==> src/rtl/rca_multiword_seq.sv <==
// rca_multiword_seq: wide adder that reuses one 16-bit ripple-carry slice, LSB slice first.
module rca_16bit (
  input  logic [15:0] a,
  input  logic [15:0] b,
  input  logic        carry_start,
  output logic [15:0] sum,
  output logic        carry_out
);
  logic [16:0] c;
  always_comb begin
    c = '0;
    sum = '0;
    c[0] = carry_start;
    for (int i = 0; i < 16; i++) begin
      sum[i] = a[i] ^ b[i] ^ c[i];
      c[i+1] = (a[i] & b[i]) | (c[i] & (a[i] ^ b[i]));
    end
    carry_out = c[16];
  end
endmodule

module rca_multiword_seq #(
  parameter int WORDS = 4
) (
  input  logic              clk,
  input  logic              rst,
  input  logic              in_valid,
  output logic              in_ready,
  input  logic [16*WORDS-1:0] a,
  input  logic [16*WORDS-1:0] b,
  input  logic              cin,
  output logic              out_valid,
  input  logic              out_ready,
  output logic [16*WORDS-1:0] sum,
  output logic              cout,
  output logic              overflow
);
  localparam int W = 16 * WORDS;
  localparam int IW = $clog2(WORDS);
  localparam logic [IW-1:0] LAST = IW'(WORDS - 1);
  typedef enum logic [1:0] {IDLE, RUN, DONE} state_t;
  state_t state, state_n;
  logic [W-1:0] a_r, b_r;
  logic [IW-1:0] idx;
  logic carry, accept, last, c_o;
  logic [15:0] s;
  rca_16bit u_rca (
    .a(a_r[{idx, 4'b0} +: 16]),
    .b(b_r[{idx, 4'b0} +: 16]),
    .carry_start(carry),
    .sum(s),
    .carry_out(c_o)
  );
  always_comb begin
    accept = state == IDLE && in_valid;
    last = idx == LAST;
    in_ready = state == IDLE;
    out_valid = state == DONE;
    state_n = accept ? RUN :
              (state == RUN && last) ? DONE :
              (state == DONE && out_ready) ? IDLE : state;
    overflow = out_valid && (a_r[W-1] == b_r[W-1]) && (sum[W-1] != a_r[W-1]);
  end
  always_ff @(posedge clk or posedge rst) begin
    if (rst) begin
      state <= IDLE;
      idx <= '0;
      carry <= 1'b0;
      a_r <= '0;
      b_r <= '0;
      sum <= '0;
      cout <= 1'b0;
    end else begin
      state <= state_n;
      if (accept) begin
        a_r <= a;
        b_r <= b;
        carry <= cin;
        idx <= '0;
      end
      if (state == RUN) begin
        sum[{idx, 4'b0} +: 16] <= s;
        carry <= c_o;
        idx <= last ? '0 : idx + 1'b1;
        if (last) cout <= c_o;
      end
    end
  end
endmodule

==> config.mk <==
export PLATFORM = sky130hd
export DESIGN_NAME = rca_multiword_seq
export DESIGN_NICKNAME = d
export VERILOG_FILES = /design/src/rtl/rca_multiword_seq.sv
export SDC_FILE = /design/constraint.sdc
export NUM_CORES = 1
export LEC_CHECK = 0
export CORE_MARGIN = 2
export CORE_UTILIZATION = 50
export CTS_CLUSTER_DIAMETER = 150
export DETAILED_ROUTE_END_ITERATION = 12
export HOLD_SLACK_MARGIN = 0.15
export PLACE_DENSITY = 0.85
export SKIP_LAST_GASP = 1
export SLEW_MARGIN = 15
export SYNTH_ARGS = -nofsm -noshare
export SYNTH_HDL_FRONTEND = slang
export SYNTH_SLANG_ARGS = --single-unit
==> constraint.sdc <==
create_clock -name clk -period 14.8 [get_ports clk]
set_clock_uncertainty 0.1 [all_clocks]
set_input_delay 2.96 -clock clk [delete_from_list [all_inputs] [get_ports clk]]
set_output_delay 2.96 -clock clk [all_outputs]
set_load 0.05 [all_outputs]
# After elaboration in Yosys (flattened, before gate mapping)
# Index checks and enable logic that the tools add are counted.
dict set report classes {
  add_sub_neg 2
  n_eq_ne 5
  n_shift 4
  mux 9
  bitwise_logic 80
  reduce_logical 9
}
# cell n
set op_table {}
lappend op_table {{$shiftx A64 B7 Y16} 2}
lappend op_table {{$bwmux W64} 1}
lappend op_table {{$shift A16 B8 Y64 const A} 1}
lappend op_table {{$shiftx A16 B8 Y64} 1}
lappend op_table {{$and A1 B1 Y1} 32}
lappend op_table {{$xor A1 B1 Y1} 32}
lappend op_table {{$or A1 B1 Y1} 16}
lappend op_table {{$mux W2} 6}
lappend op_table {{$neg A6 Y8} 1}
lappend op_table {{$logic_and A1 B1 Y1} 5}
lappend op_table {{$eq A2 B2 Y1 const B} 2}
lappend op_table {{$reduce_bool A3 Y1} 1}
lappend op_table {{$add A2 B1 Y2 const B} 1}
lappend op_table {{$eq A2 B1 Y1 const B} 1}
lappend op_table {{$logic_not A2 Y1} 1}
lappend op_table {{$mux W1} 2}
lappend op_table {{$reduce_and A2 Y1} 1}
lappend op_table {{$reduce_bool A2 Y1} 1}
lappend op_table {{$eq A1 B1 Y1} 1}
lappend op_table {{$ne A1 B1 Y1} 1}
dict set report totals {
  reg_bits 198
  in_bits 133
  word_cells 116
}

# Longest topological paths before layout
# Gate-level depths: netlist (run 1).
dict set report depth {
  ltp_word 35
  mapped_depth 27
  mapped_depth_nobuf 25
}

# Modules after synthesis
# A second synthesis (run 1) with hierarchy kept.
dict set report unflattened {
  cells_unflattened 593
  area_unflattened_um2 8684.6
}
# module instances cells_per_inst area_per_inst_um2 seq_area_each_um2
set by_module_without_submodules {}
lappend by_module_without_submodules {rca_multiword_seq 1 567 8326.7 4954.8}
lappend by_module_without_submodules {rca_16bit 1 26 357.8 0.0}

# Worst setup path after synthesis (run 1)
# Ideal clock, no wire load.
dict set report synth_timing {
  path_type {reg2reg}
  startpoint {register idx[1]}
  endpoint {register sum[15]}
  setup_time_ns 0.121
  t_arrival_ns 7.083
  t_required_ns 14.579
  slack_ns 7.496
  path_stages_with_launch 27
  synth_period_minus_slack_ns 7.304
  cell_sequence {dfrtp_1 > buf_2 > buf_1 > mux4_2 > inv_1 > fa_1 > fa_1 > fa_1 > fa_1 > fa_1 > fa_1 > fa_1 > inv_1 > fa_1 > fa_1 > inv_1 > fa_1 > fa_1 > fa_1 > inv_1 > fa_1 > inv_1 > fa_1 > fa_1 > inv_1 > fa_1 > a22o_1}
}
dict set report synth_between {
  elab_chain_cells 35
  elab_cells_between_ends 83
}
# item line_no
set synth_lines {}
lappend synth_lines {{start, declared} 44} ;# logic [IW-1:0] idx;
lappend synth_lines {{start signal, assigned} 84} ;# idx <= last ? '0 : idx + 1'b1;
lappend synth_lines {{$shiftx A64 B7 Y16 (on tied branches)} {48, 49}}
lappend synth_lines {{$xor A1 B1 Y1} {15, 16}}
lappend synth_lines {{$and A1 B1 Y1} 16} ;# c[i+1] = (a[i] & b[i]) | (c[i] & (a[i] ^ b[i]));
lappend synth_lines {{$or A1 B1 Y1} 16}
lappend synth_lines {{$and A1 B1 Y1} 16}
lappend synth_lines {{$or A1 B1 Y1} 16}
lappend synth_lines {{$and A1 B1 Y1} 16}
lappend synth_lines {{$or A1 B1 Y1} 16}
lappend synth_lines {{[19 not listed]} --}
lappend synth_lines {{$or A1 B1 Y1} 16}
lappend synth_lines {{$and A1 B1 Y1} 16}
lappend synth_lines {{$or A1 B1 Y1} 16}
lappend synth_lines {{$and A1 B1 Y1} 16}
lappend synth_lines {{$or A1 B1 Y1} 16}
lappend synth_lines {{$xor A1 B1 Y1} 15} ;# sum[i] = a[i] ^ b[i] ^ c[i];
lappend synth_lines {{$shiftx A16 B8 Y64} 82} ;# sum[{idx, 4'b0} +: 16] <= s;
lappend synth_lines {{$bwmux W64 (*)} 82}
lappend synth_lines {{end signal, assigned by index} 82}
lappend synth_lines {{end, declared} 34} ;# output logic [16*WORDS-1:0] sum,
# Mark *: on every way between the ends. The rest lies on a longest branch, timed or not.
# A chain may end at the register's enable or synchronous reset.

# Worst setup path in the final report (run 1)
dict set report layout_timing {
  startpoint {register idx[0]}
  endpoint {register sum[63]}
}
# Same word-level chain as after synthesis.

==> reports/qor.log, run 1 <==
INFO  place          dp_hpwl=14,800um
INFO  place          post_dp_cell_area=0.0108mm2
INFO  synthesis      synth-seq-cells=198
INFO  floorplanning  die_outline_area=0.0183mm2
INFO  global_route   grt_overflow_total=0
INFO  setup_path     r2r_cells=24
INFO  power          power-per-cell-area=254mW/mm2
INFO  drt            wirelength_met1=9060um
INFO  hold_path      min_delay_worst_endpoint=sum[20]
INFO  synthesis      syn-num-nets=708
INFO  clock_tree     cts_root_buf=clkbuf_16
INFO  clock_tree     total_cts_buffers=17
INFO  setup_path     r2r-end=sum[63]
INFO  setup_path     worstPathRequired=15.01ns
INFO  floorplanning  design.portCount=201
INFO  final_layout   area_delta_synth_final=31.8%
INFO  setup_path     worstSetupStartpointType=flip-flop
INFO  hold_path      hp-class=reg -> reg
INFO  sta            slew_violations=0
INFO  final_layout   post_route_cells_drive_above_1_share=26.6%
INFO  clock_tree     cts_tree=built
INFO  synthesis      netlist_instances=553
INFO  setup_path     cp_data_arrival_time=7.71ns
INFO  clock_tree     h-tree-depth=4
INFO  hold_path      critical_hold_path_startpoint=sum[20]
INFO  final_layout   n_fill_cell=1,196
INFO  power          vdd.ir_drop.worst=145uV
INFO  synthesis      yosysWarningCount=0
INFO  final_layout   multiInputGateArea=0.00336mm2
INFO  clock_tree     postCtsSetupBuffers=0
INFO  clock_tree     clock_sinks=198
INFO  drt            top_layer_used=met5
INFO  global_route   grt_start_max_net_pins=137
INFO  synthesis      synth_compound_area_share=7.13%
INFO  synthesis      synth_mux_area_share=25.2%
INFO  setup_path     critical_path.max_fanout=12
INFO  job            max_cap_violations=0
INFO  drt            route.vias.total=5,537
INFO  global_route   grt_pass1_vias=5,667
INFO  final_layout   final_nets=899
INFO  synthesis      syn_area_per_cell=15.6um2
INFO  sta            rsz_0062_raised_after_global_routing=false
INFO  sta            min_period=7.50ns
INFO  drt            detail_route.wl_per_cell=20.4um
INFO  final_layout   finish.instance_area=0.0114mm2
INFO  synthesis      yosysTopAreaCell=dfrtp_1
INFO  drt            drt_wl_total=20,100um
INFO  sta            achievable_freq=133MHz
INFO  global_route   global_route_wire_length_before_repair=31,700um
INFO  drt            met2_length=9460um
INFO  hold_path      worstHoldPathCells=1
INFO  sta            setup_violations=0
INFO  clock_tree     deepest_clock_path_buffer_count=2
INFO  synthesis      synth_fa_ha_area_share=4.58%
INFO  clock_tree     clock_insertion_delay_worst_skew=0.43ns
INFO  setup_path     endpoint_class_of_the_critical_path=flip-flop
INFO  outcome        status=finished clean
INFO  synthesis      yosys.area_share.xor_xnor=0%
INFO  synthesis      synth_simple_gate_area_share=2.01%
INFO  synthesis      yosysTopAreaCellShare=57.3%
INFO  setup_path     r2r_setup_slack=7.30ns
INFO  synthesis      synth_top_family_by_area=multiplexers
INFO  power          power_leakage=4.76nW
INFO  drt            detailedRoute.firstPassIterationCount=6
INFO  place          io_buffer_count=200
INFO  synthesis      syn_area=0.00864mm2
INFO  floorplanning  initial_utilization=50.5%
INFO  sta            period_share=50.7%
INFO  drt            detailedRoute.firstIterationViolations=362
INFO  setup_path     criticalPathCategory=reg -> reg
INFO  place          post-place-ws=7.35ns
INFO  place          gpl_wtd_cong=0.851
INFO  drt            wl_met3=1300um
INFO  clock_tree     cts_resized=0
INFO  drt            drt-vias-per-instance=5.63
INFO  sta            final.setup.worst_slack=7.30ns
INFO  global_route   global_route.usage.total=23.2%
INFO  sta            setup_tns=0ns
INFO  synthesis      post_synth_main_area_contributors=dfrtp_1 (57%), mux2_2 (17%), mux4_2 (8.3%)
INFO  floorplanning  placement_rows=48
INFO  drt            drc_errors=0
INFO  floorplanning  die_x=135um
INFO  clock_tree     number_of_buffers_inserted_by_hold_repair_at_cts=0
INFO  synthesis      synth.lib_cells_used.distinct=32
INFO  floorplanning  die_height=135um
INFO  drt            final_antenna_net_count=0
INFO  final_layout   register_area=0.00496mm2
INFO  setup_path     crit-reg2reg-launch=idx[0]
INFO  sta            worstMarginPinSlew=1.03ns
INFO  sta            final-hold-violation-count=0
INFO  global_route   grt_antenna_before_repair=1
INFO  clock_tree     clk_pin_slew_worst_paths=0.07ns
INFO  sta            slew-limit-headroom=31.6%
INFO  floorplanning  floorplan.core_area=0.0171mm2
INFO  synthesis      synth_sequential_area_ratio=57.3%
## kinds of logic after synthesis
kind of cell,Yosys count
AOI/OAI and AO/OA,74
adders and majority gates,22
buffers and inverters,67
DFF,198
muxes,161
and+or+nand+nor,31
## power breakdown
group          switching [mW]  internal, mW
registers               0.160         0.786
logic                   0.817         0.657
clock network           0.199         0.275
total                    1.18          1.72
## worst max-delay path, cell delays in order (launching register included)
cell and delay (ns):
dfrtp_2 0.56, mux4_2 0.39, inv_1 0.05, fa_1 0.40, fa_1 0.40, fa_1 0.39
fa_1 0.42, fa_1 0.42, fa_1 0.39, fa_1 0.37, inv_1 0.08, fa_1 0.17
fa_1 0.16, inv_1 0.05, fa_1 0.38, fa_1 0.40, fa_1 0.37, inv_1 0.08
fa_1 0.17, inv_1 0.05, fa_1 0.37, fa_1 0.38, inv_1 0.08, fa_1 0.48
a22o_1 0.25
## per-layer routing
| metal | up-vias | track usage (%) |
|---|---|---|
| met5 | - | 0 |
| met4 | 2 | 6.08 |
| met3 | 20 | 4.94 |
| met2 | 213 | 35.6 |
| met1 | 2892 | 34.1 |
| li1 | 2410 | - |
## sequential cells by signal, summed over array words and instances (netlist names)
register	count
a_r	64
b_r	64
carry	1
cout	1
idx	2
state	2
sum	64
## cell usage after synthesis
master	number
buf_6	1
nor4bb_1	1
buf_2	9
o2bb2ai_1	48
dfrtp_1	198
and3_1	1
o21ai_0	5
mux4_2	32
a21boi_0	1
nor2b_1	2
nor3b_1	2
or3_4	1
nor3_1	2
nor2_1	4
buf_1	2
nand4_1	1
nand2_1	10
mux2_2	129
clkbuf_1	6
buf_4	15
a22o_1	16
or3b_1	1
nand3b_1	2
a22oi_1	1
nand2b_1	1
a21oi_1	3
ha_1	6
and4_1	1
fa_1	16
inv_1	34
or3_1	1
nand3_1	1
## area by class of cell
cell class / instances / share of cell area, %
Sequential cell: 198 / 43.5
Timing Repair Buffer: 205 / 17.9
Clock buffer: 21 / 4.04
Multi-Input combinational cell: 288 / 29.5
Clock inverter: 11 / 1.31
Antenna cell: 1 / 0.0220
Inverter: 34 / 1.19
Tap cell: 225 / 2.47
## layout by cell type (no fill, tap or decap), types with 2 or more instances in the layout
master / count
fa_1: 16
clkinv_2: 2
clkinv_4: 2
nor2b_1: 2
o2bb2ai_1: 48
inv_1: 33
nand2_1: 10
nor2_1: 4
clkdlybuf4s50_1: 200
buf_4: 5
mux2_2: 129
dfrtp_2: 2
clkbuf_16: 17
ha_1: 6
clkbuf_1: 2
nor3_1: 2
a21oi_1: 3
bufinv_16: 3
nand3b_1: 2
a22o_1: 16
o21ai_0: 5
dfrtp_1: 196
mux4_2: 32
clkbuf_8: 2
clkinvlp_4: 3
## stage by stage
| step | std cells | power (mW) | util [%] | hold slack, ns |
|---|---|---|---|---|
| 6_report | 983 | 2.89 | 66.5 | 0.396 |
| 4_1_cts | 982 | 2.91 | 66.5 | 0.394 |
| 5_1_grt | 982 | 3.07 | 66.5 | 0.413 |
| 3_5_place_dp | 950 | 2.43 | 63.0 | 0.376 |
| 2_1_floorplan | 553 | 1.93 | - | 0.375 |
| 3_3_place_gp | 950 | 2.36 | 63.0 | 0.372 |
## how the worst max path moves through the flow
| stage | from | endpoint | slack [ns] | depth (start not counted) |
|---|---|---|---|---|
| 3_5_place_dp | idx[0] | sum[15] | 7.35 | 24 |
| 6_report | idx[0] | sum[63] | 7.30 | 24 |
| 2_1_floorplan | rst | a_r[0] | 6.34 | 1 |
| 4_1_cts | idx[0] | sum[63] | 7.30 | 24 |
| 3_3_place_gp | idx[0] | sum[15] | 7.47 | 24 |
| 5_1_grt | idx[0] | sum[63] | 6.99 | 24 |
Power figures use the tool's default switching activity.
==> inputs of run 2 (changes only) <==
Clock period 14.8 ns to 7.35 ns, I/O delays scaled along.
==> reports/qor.log, run 2 (synthesis results as in run 1) <==
INFO  outcome        status=finished clean
INFO  sta            slew_violations=0
INFO  floorplanning  die_x=135um
INFO  clock_tree     clock_insertion_delay_worst_skew=0.44ns
INFO  power          power-per-cell-area=518mW/mm2
INFO  sta            min_period=7.11ns
INFO  clock_tree     clk_pin_slew_worst_paths=0.07ns
INFO  sta            achievable_freq=141MHz
INFO  setup_path     crit_path_frequent_cell=fa_1
INFO  final_layout   post_route_cells_drive_above_1_share=27.9%
INFO  floorplanning  floorplan.core_area=0.0171mm2
INFO  power          fraction_of_power_consumed_by_combinational_cells=51.7%
INFO  floorplanning  design.portCount=201
INFO  clock_tree     h-tree-depth=4
INFO  sta            period_share=96.7%
INFO  setup_path     worstPathRequired=7.57ns
INFO  clock_tree     postCtsSetupBuffers=0
INFO  clock_tree     deepest_clock_path_buffer_count=2
INFO  final_layout   area_delta_synth_final=32.4%
INFO  sta            final-hold-violation-count=0
INFO  setup_path     endpoint_class_of_the_critical_path=flip-flop
INFO  power          power=5.92mW
INFO  place          dp_hpwl=14,600um
INFO  clock_tree     number_of_buffers_inserted_by_hold_repair_at_cts=0
INFO  setup_path     worstSetupStartpointType=flip-flop
INFO  setup_path     cp-startpoint=idx[0]
INFO  final_layout   layout.cells.most_common_list=clkdlybuf4s50_1 (200), dfrtp_1 (196), mux2_2 (129)
INFO  drt            detail_route.wl_per_cell=20.2um
INFO  drt            final_antenna_net_count=0
INFO  final_layout   finish.instance_area=0.0114mm2
INFO  power          switching_share=40.8%
INFO  drt            detailedRoute.firstPassIterationCount=5
INFO  setup_path     critical_path.max_fanout=4
INFO  power          cellInternalPower=3.51mW
INFO  job            max_cap_violations=0
INFO  clock_tree     cts_tree=built
INFO  drt            drt_wl_total=19,900um
INFO  drt            drc_errors=0
INFO  sta            worstMarginPinSlew=0.959ns
INFO  setup_path     crit-reg2reg-launch=idx[0]
INFO  final_layout   diodes=0
INFO  final_layout   final_nets=902
INFO  sta            slew-limit-headroom=36.0%
INFO  setup_path     r2r_cells=24
INFO  global_route   grt_antenna_before_repair=3
INFO  global_route   global_route_wire_length_before_repair=31,500um
INFO  setup_path     worst_setup_path_endpoint=sum[15]
INFO  global_route   grt_pass1_vias=5,592
INFO  sta            setup_tns=0ns
INFO  setup_path     timing.critical_path.cells=mux4_2, inv_1, fa_1, fa_2, fa_2, fa_2, fa_2, fa_1, fa_1, inv_1, fa_1, fa_1, inv_1, fa_1, fa_2, fa_1, inv_1, fa_1, inv_1, fa_1, fa_1, inv_1, fa_2, a22o_1
INFO  setup_path     cp_data_arrival_time=7.33ns
INFO  power          clock_power_share=16.6%
INFO  setup_path     r2r_setup_slack=0.24ns
INFO  floorplanning  die_height=135um
INFO  sta            rsz_0062_raised_after_global_routing=false
INFO  setup_path     critical_path_depth=24
INFO  floorplanning  placement_rows=48
INFO  global_route   grt_overflow_total=0
INFO  place          post-place-ws=0.0744ns
INFO  final_layout   biggest_registers_after_layout=a_r (64), b_r (64), sum (64)
INFO  global_route   grt_start_max_net_pins=143
INFO  hold_path      hp-class=reg -> reg
INFO  power          vdd.ir_drop.worst=353uV
INFO  drt            detailedRoute.firstIterationViolations=412
INFO  setup_path     worst_path_dominant_cell_family=adder cells
INFO  place          io_buffer_count=200
INFO  setup_path     criticalPathCategory=reg -> reg
INFO  setup_path     r2r-end=sum[15]
INFO  sta            setup_violations=0
INFO  sta            final.setup.worst_slack=0.245ns
INFO  drt            route.vias.total=5,531
INFO  global_route   global_route.usage.total=23.0%
INFO  power          power_leakage=4.78nW
INFO  clock_tree     total_cts_buffers=17
INFO  setup_path     cpPeakStageDelay=0.49ns
INFO  floorplanning  initial_utilization=50.5%
INFO  clock_tree     cts_resized=0
INFO  power          power.share.sequential=31.7%
INFO  final_layout   final_common_cell=clkdlybuf4s50_1
INFO  setup_path     slowest_stage=fa_2
INFO  setup_path     crit_path_buffers_inverters=6
INFO  place          post_dp_cell_area=0.0108mm2
INFO  floorplanning  die_outline_area=0.0183mm2
INFO  place          gpl_wtd_cong=0.876
INFO  clock_tree     clock_sinks=198
INFO  clock_tree     cts_root_buf=clkbuf_16
INFO  power          p_sw=2.41mW
INFO  drt            drt-vias-per-instance=5.62
## run 2: changes by cell type in the layout (fill, tap and decap cells not counted), sizes merged
| cell | change |
|---|---|
| clkinvlp | -1 |
| buf | +3 |
| clkbuf | -3 |
| diode | -1 |
| inv | +5 |
| clkinv | -1 |
## run 2: final cells by class
cell class,instances,area [um2]
Fill cell,1173,5670
Sequential cell,198,4960
Multi-Input combinational cell,288,3380
Timing Repair Buffer,208,2060
Clock buffer,18,439
Tap cell,225,282
Clock inverter,14,189
Inverter,34,135
## run 2: metrics by stage
stage	instances	utilization [%]	hold WS (ns)
floorplan	553	-	0.375
global placement	953	63.1	0.372
detailed placement	953	63.1	0.376
CTS	985	66.8	0.395
global route	985	66.8	0.418
finish	985	66.8	0.393
## run 2: power by group through the flow
| stage | combinational, mW | clock (mW) | sequential, mW |
|---|---|---|---|
| floorplan | 1.67 | 0 | 2.21 |
| global placement | 2.93 | 0 | 1.85 |
| detailed placement | 3.03 | 0 | 1.89 |
| CTS | 3.05 | 0.997 | 1.88 |
| global route | 3.30 | 1.04 | 1.94 |
| finish | 3.06 | 0.985 | 1.88 |
## run 2: worst min-delay path by stage
stage,from,to,cells after the start
after floorplan,a_r[22],a_r[22],1
after global placement,sum[3],sum[3],1
after detailed placement,sum[2],sum[2],1
after CTS,sum[2],sum[2],1
after global routing,sum[1],sum[1],1
final,sum[33],sum[33],1
## run 2: layer usage
metal  part of all wire [%]  GRT usage, %  up-vias
met5                   0.15             0        -
met4                    2.1          8.22        4
met3                    8.2          5.87       37
met2                     47          33.8      256
met1                     43          33.6     2815
li1                       -             -     2419
==> patch (flow settings as in run 2) <==
Re-encode `state_t` (3 states) as one-hot, 3 bits wide.
--- a/src/rtl/rca_multiword_seq.sv
+++ b/src/rtl/rca_multiword_seq.sv
@@ -39,5 +39,5 @@
   localparam int IW = $clog2(WORDS);
   localparam logic [IW-1:0] LAST = IW'(WORDS - 1);
-  typedef enum logic [1:0] {IDLE, RUN, DONE} state_t;
+  typedef enum logic [2:0] {IDLE = 3'b001, RUN = 3'b010, DONE = 3'b100} state_t;
   state_t state, state_n;
   logic [W-1:0] a_r, b_r;
Function: same outputs for any inputs over 10 cycles, from zero or initial values and one cycle with rst high; not proved beyond that.
==> patch against run 2 <==
First-iteration DRC count unchanged. Design area up 1.9%. Sequential power down 3%. Sequential cell count up 1. Setup slack better by 40 ps. Synthesized area up 3.6%. Hold slack worse by 14 ps. Routed wire length up 4.7%. Via count up 3.9%. Power down 5.6%. Critical endpoint is now sum[63].
==> patch: results (changes against run 2) <==
- Status: complete, no violations
- Final nets: 969 (+7.4%)
- Top FF cell, synth: dfrtp_1
- Placer Congestion: 0.811 (-7.5%)
- Top post-synthesis cells by count: 198 x dfrtp_1, 129 x mux2_2, 67 x nand2_1, 64 x o31ai_1, 40 x inv_1
- Multi-input gate area: 3550 um2 (+5.0%)
- Post-DP HPWL: 15200 um (+3.8%)
- Layout cells sized above 1: 26.8% (-1.1 points)
- Top post-synthesis cells by area: dfrtp_1 55%, mux2_2 16%, mux4_2 8.1%
- Global-route wire length before repair: 32900 um (+4.6%)
- Htree depth: 4 (unchanged)
- Largest net degree at the start of global routing: 150 (+4.9%)
- Reg2Reg Launch Point: idx[0]
- Longest Clk Path Bufs: 2 (unchanged)
- Static leakage: 4.89 nW (+2.3%)
- Buffers on Ports: 200 (unchanged)
- Max VDD drop: 0.000247 V (-30%)
- R2R cell count: 23 (-4.2%)
- Final Hold Vio Count: 0 (unchanged)
- Hold Path Sink: sum[19]
- Initial drt markers: 412 (unchanged)
- Worst hold start: sum[19]
- Hold path cells: 2 (+1)
- Dpl cells: 1020 (+7.0%)
- Initial antenna violation count: 3 (unchanged)
- CP peak stage delay: 440 ps (-50 ps)
- Avg Inst Size Synth: 14.2 um2 (-9.2%)
- Synth cell types: 34 (+6.3%)
- Clk slew on worst S/H paths: 70 ps (about the same)
- Worst EP arrival: 7240 ps (-90 ps)
- R2r endpoint: sum[63]
- Sequential area share after synthesis: 55.7% (-1.7 points)
- WL/cell: 19.8 um (-2.1%)
- Non-Filler Instances: 1053 (+6.9%)
- R2r setup slk: 290 ps (+40 ps)
- Syn_nets: 786 (+11%)
- Placed instance area: 11100 um2 (+2.4%)
- Fraction of registers with async set or reset after synthesis: 100% (unchanged)
- Pre-antenna DRT Iters: 6 (+1)
- Vias in the first global route: 6042 (+8.0%)
- Vias/cell: 5.46 (-2.8%)
- Crit path time final: 7060 ps (-40.3 ps)
- All-layer global routing usage: 23.6% (+0.63 points)
- Slew @ Worst Pin: 1000 ps (+40.4 ps)
- Final-layout fill cell count: 1237 (+5.5%)
- Crit-path slowest cell: dfrtp_2
==> patch: worst reg2reg max path, cell delays in order, from the launching register on <==
cell     delay [ps]
dfrtp_2         440
mux4_2          330
inv_1            50
fa_2            370
fa_2            410
fa_2            350
fa_2            340
fa_2            340
fa_2            340
fa_1            390
fa_2            350
fa_2            350
fa_2            360
fa_2            350
fa_2            370
inv_1            80
fa_1            160
inv_1            50
fa_1            370
fa_1            370
inv_1            70
fa_1            410
inv_2            90
o31ai_1          80
==> patch: layout make-up <==
class / count / area share, %
Tap cell: 225 / 2.42
Clock buffer: 22 / 4.15
Sequential cell: 199 / 42.8
Inverter: 41 / 1.38
Antenna cell: 3 / 0.0644
Multi-Input combinational cell: 343 / 30.4
Timing Repair Buffer: 212 / 18.1
Clock inverter: 8 / 0.751
==> patch: cells by family after synthesis <==
| family | share of synthesized area (%) |
|---|---|
| AOI/OAI and AO/OA | 6.07 |
| adders and majority gates | 4.42 |
| buffers and inverters | 5.20 |
| DFF | 55.7 |
| muxes | 24.4 |
| and+or+nand+nor | 4.26 |
==> patch: where the power goes <==
| group | switching, W | internal (W) |
|---|---|---|
| combinational | 0.00160 | 0.00125 |
| clock | 0.000403 | 0.000504 |
| sequential | 0.000279 | 0.00155 |
==> patch: timing repair <==
item | in CTS | in global routing
gates resized for setup | 1 | 7
setup endpoints to repair | 4 | 5
pin swaps | 0 | 1
setup buffers | 0 | 1
==> patch: layer usage <==
metal | track usage, % | share of wire (%)
met4 | 8.11 | 2.4
met5 | 0 | 0
met2 | 38.4 | 48
met3 | 7.06 | 7.8
met1 | 30.4 | 42
==> patch: worst max-delay path by stage <==
stage,from,end,slack [ps],cells after the start
floorplan,idx[0],sum[47],20,25
global placement,idx[0],sum[47],50,23
detailed placement,idx[0],sum[63],-20,23
CTS,idx[0],sum[63],20,23
global route,idx[0],sum[15],50,23
finish,idx[0],sum[63],290,23
==> patch: per-stage QoR <==
step	worst slack [ps]	hold slack, ps
2_1_floorplan	19.9	375
4_1_cts	21.8	383
3_5_place_dp	-15.3	367
6_report	285	380
3_3_place_gp	54.3	359
5_1_grt	45.6	401
